`src/rtl/mathbox_useq.sv`:
```
// Mathbox microcode sequencer: walks the 256x24 microcode ROM from a start
// address, resolves (conditional) jumps and stops on HALT or the step watchdog.
module mathbox_useq #(
  parameter int unsigned MAX_STEPS = 256
) (
  input  logic        clk,
  input  logic        reset_n,
  input  logic        start,
  input  logic [7:0]  start_addr,
  input  logic        cond_in,
  output logic [7:0]  rom_addr,
  output logic        rom_cs,
  input  logic [23:0] rom_data,
  output logic [23:0] uinst,
  output logic        uinst_valid,
  output logic        busy,
  output logic        done,
  output logic        timeout
);

  localparam logic [15:0] STEP_LIMIT = 16'(MAX_STEPS);

  typedef enum logic [1:0] {
    IDLE  = 2'd0,
    FETCH = 2'd1,
    EXEC  = 2'd2
  } state_t;

  state_t      state_reg, state_next;
  logic [7:0]  pc_reg, pc_next;
  logic [15:0] step_reg, step_next, step_inc;
  logic [23:0] uinst_reg, uinst_next;
  logic        valid_reg, valid_next;
  logic        busy_reg, busy_next;
  logic        done_reg, done_next;
  logic        timeout_reg, timeout_next;

  assign step_inc = (step_reg == 16'hFFFF) ? step_reg : step_reg + 16'd1;

  always_comb begin
    state_next   = state_reg;
    pc_next      = pc_reg;
    step_next    = step_reg;
    uinst_next   = uinst_reg;
    valid_next   = 1'b0;
    busy_next    = busy_reg;
    done_next    = 1'b0;
    timeout_next = 1'b0;
    case (state_reg)
      IDLE: begin
        // A start coinciding with the done/timeout pulse is dropped.
        if (start && !done_reg && !timeout_reg) begin
          pc_next    = start_addr;
          step_next  = 16'd0;
          busy_next  = 1'b1;
          state_next = FETCH;
        end
      end
      FETCH: state_next = EXEC;
      EXEC: begin
        uinst_next = rom_data;
        valid_next = 1'b1;
        step_next  = step_inc;
        if (rom_data[4]) begin
          done_next  = 1'b1;
          busy_next  = 1'b0;
          state_next = IDLE;
        end else if (step_inc >= STEP_LIMIT) begin
          timeout_next = 1'b1;
          busy_next    = 1'b0;
          state_next   = IDLE;
        end else if (rom_data[7] && (!rom_data[6] || cond_in)) begin
          pc_next    = rom_data[23:16];
          state_next = FETCH;
        end else begin
          pc_next    = pc_reg + 8'd1;
          state_next = FETCH;
        end
      end
      default: begin
        busy_next  = 1'b0;
        state_next = IDLE;
      end
    endcase
  end

  always_ff @(posedge clk or negedge reset_n) begin
    if (!reset_n) begin
      state_reg   <= IDLE;
      pc_reg      <= 8'd0;
      step_reg    <= 16'd0;
      uinst_reg   <= 24'd0;
      valid_reg   <= 1'b0;
      busy_reg    <= 1'b0;
      done_reg    <= 1'b0;
      timeout_reg <= 1'b0;
    end else begin
      state_reg   <= state_next;
      pc_reg      <= pc_next;
      step_reg    <= step_next;
      uinst_reg   <= uinst_next;
      valid_reg   <= valid_next;
      busy_reg    <= busy_next;
      done_reg    <= done_next;
      timeout_reg <= timeout_next;
    end
  end

  assign rom_addr    = pc_reg;
  assign rom_cs      = (state_reg == FETCH);
  assign uinst       = uinst_reg;
  assign uinst_valid = valid_reg;
  assign busy        = busy_reg;
  assign done        = done_reg;
  assign timeout     = timeout_reg;

endmodule

```
`config.mk`:
```
export PLATFORM = sky130hd
export DESIGN_NAME = mathbox_useq
export DESIGN_NICKNAME = d
export VERILOG_FILES = /design/src/rtl/mathbox_useq.sv
export SDC_FILE = /design/constraint.sdc
export NUM_CORES = 1
export LEC_CHECK = 0
export ABC_AREA = 0
export CORE_MARGIN = 10
export CORE_UTILIZATION = 40
export DETAILED_ROUTE_END_ITERATION = 8
export PLACE_DENSITY = 0.73
export SETUP_SLACK_MARGIN = 0.05
export SLEW_MARGIN = 10
export SYNTH_ARGS = -nofsm -noshare
export SYNTH_HDL_FRONTEND = slang
export SYNTH_SLANG_ARGS = --single-unit
```
`constraint.sdc`:
```
create_clock -name clk -period 2.14 [get_ports clk]
set_input_delay 0.321 -clock clk [delete_from_list [all_inputs] [get_ports clk]]
set_output_delay 0.321 -clock clk [all_outputs]
set_load 0.03 [all_outputs]
```
==> results.txt, run 1 <==
status: completed
Synth area leader: dfrtp_1
die span in x: 103 um
post-synthesis xor/xnor area fraction: 0.0223
#FFs+latches synth: 54
setup TNS: 0 ps
highest clock rate: 489 MHz
io pins: 73
clock-pin transition on the worst setup and hold timing paths: 100 ps
post-synth top area share: 0.492
most common cell in the netlist: nand2_1
number of diodes: 0
Synth Area in Adders: 0.00911
vias in the first global route: 2480
largest net degree at the start of global routing: 47
crit path DAT: 2300 ps
# clock sinks: 54
Setup-failing EPs final: 0
Num CTS Buffers: 5
Synth cell types: 46
share of layout cells above drive strength 1: 0.153
DR DRC count: 0
core box area: 0.00672 mm2
final std cells w/o fill: 479
Worst EP required: 2390 ps
critical path buffer and inverter count: 0
Max-cap violations: 0
Port Buffer Count: 72
CTS Buffer Depth: 2
Power Total: 4.90 mW
DR vias/cell: 5.47
RR Startpoint: step_reg[11]$_DFFE_PN0P_
Async SR Flop Fraction: 1.00
Reg-to-Reg End: rom_addr[0]$_DFFE_PN0P_
Critical Path End Type: register
Place WS: 92.8 ps
Routed WL: 7990 um
mapped cell area: 0.00275 mm2
CTS tree: done
Crit path max-delay family: simple AND/OR/NAND/NOR gates
DRT Pass-1 Iters: 5
DR vias: 2621
number of synthesized flops with an enable pin: 0
Post-Syn Instances: 313
Slew Viols, Final: 0
P_leak: 1.72 nW
CP endpoint: rom_addr[0]$_DFFE_PN0P_
drt wl/cell: 16.7 um
Hold Path Class: in -> async
area grow syn2layout: 41.8%
YS warnings: 0
main area contributors after synthesis: dfrtp_1, nand2_1, o21ai_0, nor2_1, nand3_1
worst skew pair latency: 310 ps
final worst path period share: 0.956
mux share of post-synthesis cell area: 0.0114
Worst Setup Start Kind: register
Worst Path Max Fanout: 6
Max IR drop VDD: 0.763 mV
initial antenna violation count: 0
post-synthesis simple-gate area fraction: 0.288
CP Class: reg -> reg
DR iter-0 viols: 262
max_slew headroom: 0.668
Least-Margin Pin Slew: 494 ps
height of the die: 103 um
die area: 0.0106 mm2
Total GRT Usage: 0.145
Synth Flop Type: dfrtp_1
RSZ-0062 raised after global routing: yes
Synth Area in Compound Gates: 0.146
site row count: 30
H-tree Lvls: 2
Slowest-stage cell, CP: or4b_1
largest family of logic cells by synthesized area: simple AND/OR/NAND/NOR gates
antenna-violating nets left: 0
Initial Util: 0.409
net count after synthesis: 351
Syn Area/Cell: 8.78 um2
Worst R2R Path Depth: 6
min setup slack post-route: 94.8 ps
clk_skew: 11.8 ps
Largest register FFs: 24
Final min period: 2050 ps
sequential share of the synthesized area: 0.492
Post-Place Cells: 463
crit-path cells: or4b_1 > nor4_2 > o211a_1 > a31oi_4 > nor4b_2 > a211o_1
CP peak stage delay: 570 ps
final hold violations: 0
CP Depth: 6
setup slack, reg-to-reg: 90 ps
total gr overflow: 0
PwrDens: 1260 mW/mm2
most frequent cells after synthesis: nand2_1, dfrtp_1, nor2_1, o21ai_0, nand3_1
root buf cell: clkbuf_8
fin nets: 436
detailed placement HPWL: 5550 um
global-route wire length before repair: 12400 um
Placer Congestion: 0.887
CP startpoint: step_reg[11]$_DFFE_PN0P_
through the flow:
step / hold WS [ps] / utilization / cell area (um2)
floorplan: 25.4 / - / 2750
global placement: 194 / 0.539 / 3620
detailed placement: 193 / 0.539 / 3620
CTS: 425 / 0.556 / 3740
global route: 430 / 0.580 / 3900
finish: 409 / 0.580 / 3900
cell usage in the layout, fill, tap and decap left out, drive strengths merged, types with 5 or more instances in the layout:
cell,count
a211oi,7
a21oi,12
a31oi,5
and3,8
buf,22
clkbuf,6
clkdlybuf4s50,71
dfrtp,54
nand2,80
nand3,19
nand4,5
nor2,25
o21ai,25
xor2,5
worst register-to-register path, cell delays in order, from the launching register on:
cell,delay (ps)
dfrtp_2,460
or4b_1,570
nor4_2,180
o211a_1,270
a31oi_4,140
nor4b_2,240
a211o_1,130
power by group:
part / leakage [nW] / switching, mW / internal, mW
registers: 0.676 / 0.299 / 1.38
logic: 0.988 / 1.54 / 1.06
clock network: 0.0514 / 0.350 / 0.267
how the worst min path moves through the flow:
stage | from | end | slack [ps] | cells past startpoint
2_1_floorplan | reset_n | busy$_DFFE_PN0P_ | 30 | 0
3_5_place_dp | reset_n | uinst[16]$_DFFE_PN0P_ | 190 | 1
3_3_place_gp | reset_n | uinst[16]$_DFFE_PN0P_ | 190 | 1
4_1_cts | reset_n | uinst[9]$_DFFE_PN0P_ | 430 | 2
5_1_grt | reset_n | uinst[9]$_DFFE_PN0P_ | 430 | 2
6_report | reset_n | uinst[13]$_DFFE_PN0P_ | 410 | 2
per-layer routing:
metal	global-route usage	up-vias	part of all wire
met3	0.0395	16	0.079
met2	0.226	114	0.48
met1	0.191	1236	0.42
met4	0.0417	0	0.014
met5	0	-	0
li1	-	1255	-
cell type report:
| cell class | count | area (um2) |
|---|---|---|
| multi-input combinational | 238 | 1410 |
| sequential | 54 | 1370 |
| clock buffer | 6 | 82.6 |
| fill | 573 | 2820 |
| inverter | 4 | 15.0 |
| tap | 80 | 100 |
| clock inverter | 2 | 17.5 |
| timing repair buffer | 95 | 908 |
cell families (layout without fill, tap and decap cells):
logic type                 after synthesis  after routing
and+or+nand+nor                        163            163
DFF                                     54             54
buffers and inverters                   21            107
AOI/OAI and AO/OA                       63             63
muxes                                    3              3
xor gates and xnor gates                 7              7
adders and majority gates                2              2
repair_timing:
action,in CTS,in global routing
setup endpoints to repair,3,11
setup buffers,0,7
hold buffers,1,0
endpoints found under the hold margin,8,0
pin swaps,0,8
resized for setup,2,27
(Power assumes the default switching activity.)
==> run 2, diff against run 1 <==
CORE_UTILIZATION = 44   (was 40)
PLACE_DENSITY = 0.78   (was 0.73)
==> results.txt, run 2 (synthesis gave the netlist of run 1 again) <==
CP Class: reg -> reg
Max IR drop VDD: 0.760 mV
Routed WL: 7670 um
drt wl/cell: 16.1 um
final std cells w/o fill: 475
Place WS: 76.5 ps
Critical Path End Type: register
RSZ-0062 raised after global routing: yes
root buf cell: clkbuf_8
Worst EP required: 2350 ps
final core occ: 0.636
area grow syn2layout: 38.6%
share of layout cells above drive strength 1: 0.123
vias in the first global route: 2542
Post-Place Cells: 462
DRT Pass-1 Iters: 4
height of the die: 99.0 um
GRT Max-Usage Layer: met2
highest clock rate: 477 MHz
most common cell after layout, fill and taps aside: nand2_1
site row count: 28
fin nets: 437
Placer Congestion: 0.936
Max-cap violations: 0
Reg power frac: 0.332
status: completed
largest net degree at the start of global routing: 55
area of placed instances: 0.00363 mm2
GR Util met2: 0.231
CTS Buffer Depth: 2
Setup-failing EPs final: 0
Slew Viols, Final: 0
Num CTS Buffers: 5
final hold violations: 0
global-route track usage on met3: 0.0573
M1 GR Usage: 0.179
most frequent cells in the layout: nand2_1, clkdlybuf4s50_1, dfrtp_1
die area: 0.00980 mm2
worst skew pair latency: 320 ps
Hold Path Class: in -> async
CTS tree: done
P_leak: 1.70 nW
Final min period: 2090 ps
crit path DAT: 2300 ps
Pint: 2.82 mW
total gr overflow: 0
clk_skew: 8.68 ps
io pins: 73
Port Buffer Count: 72
final worst path period share: 0.979
initial antenna violation count: 0
Worst Setup Start Kind: register
antenna-violating nets left: 0
clock-pin transition on the worst setup and hold timing paths: 100 ps
Psw: 2.20 mW
Initial Util: 0.459
global-route wire length before repair: 12400 um
detailed placement HPWL: 5550 um
Total GRT Usage: 0.149
Switching Share: 0.438
Least-Margin Pin Slew: 685 ps
Worst R2R Path Depth: 7
DR iter-0 viols: 109
Logic pwr share: 0.527
max_slew headroom: 0.543
core box area: 0.00599 mm2
Largest register FFs: 24
number of diodes: 0
Clock power frac: 0.141
DR DRC count: 0
min setup slack post-route: 45.4 ps
H-tree Lvls: 2
PwrDens: 1320 mW/mm2
DR vias/cell: 5.37
Worst Path Max Fanout: 6
# clock sinks: 54
die span in x: 99.0 um
final instance area: 0.00381 mm2
DR vias: 2550
-- run 2: final timing paths --
path,start,slack [ps],to
hold / removal,reset_n,120,uinst[22]$_DFFE_PN0P_
min in group clk,uinst[14]$_DFFE_PN0P_,480,uinst[14]$_DFFE_PN0P_
setup reg to reg,step_reg[2]$_DFFE_PN0P_,50,rom_addr[0]$_DFFE_PN0P_
hold reg to reg,uinst[14]$_DFFE_PN0P_,480,uinst[14]$_DFFE_PN0P_
setup / recovery,step_reg[2]$_DFFE_PN0P_,50,rom_addr[0]$_DFFE_PN0P_
max in group asynchronous,reset_n,1530,step_reg[3]$_DFFE_PN0P_
-- run 2: power groups by stage --
| stage | registers [mW] | logic (mW) | clock network (mW) |
|---|---|---|---|
| after detailed placement | 1.67 | 2.60 | 0 |
| after floorplan | 2.26 | 0.893 | 0 |
| after CTS | 1.66 | 2.61 | 0.722 |
| after global routing | 1.72 | 2.88 | 0.758 |
| after global placement | 1.66 | 2.55 | 0 |
| final | 1.67 | 2.65 | 0.708 |
-- run 2: what timing repair did --
item,4_1_cts,5_1_grt
endpoints found under the setup margin,1,8
gates resized for setup,2,9
buffers inserted,0,5
hold buffers,0,0
pin swaps,1,7
-- run 2: metal layers --
| metal | vias to the layer above | share of wire | routed length [um] |
|---|---|---|---|
| met5 | - | 0 | 0 |
| met4 | 0 | 0.021 | 160 |
| met3 | 17 | 0.080 | 617 |
| met2 | 76 | 0.49 | 3730 |
| met1 | 1197 | 0.41 | 3160 |
| li1 | 1260 | - | - |
-- run 2: final cells by class --
type	count	area, um2
Timing Repair Buffer	96	900
Fill cell	509	2180
Multi-Input combinational cell	238	1330
Inverter	4	15.0
Sequential cell	54	1360
Clock inverter	3	43.8
Tap cell	75	93.8
Clock buffer	5	68.8
-- run 2: critical path, stage by stage (launching register included) --
cell	delay (ps)
dfrtp_1	460
nand3_4	140
nor4_4	370
mux2i_1	120
a22o_1	260
a31oi_4	270
nor4b_2	80
a211o_1	270
-- run 2: stage by stage --
| stage | total power, mW | TNS, ps | hold WS, ps |
|---|---|---|---|
| after detailed placement | 4.27 | 0 | 461 |
| after global placement | 4.21 | 0 | 457 |
| after global routing | 5.36 | -156 | 177 |
| after CTS | 4.99 | 0 | 144 |
| after floorplan | 3.15 | 0 | 25.4 |
| final | 5.02 | 0 | 122 |
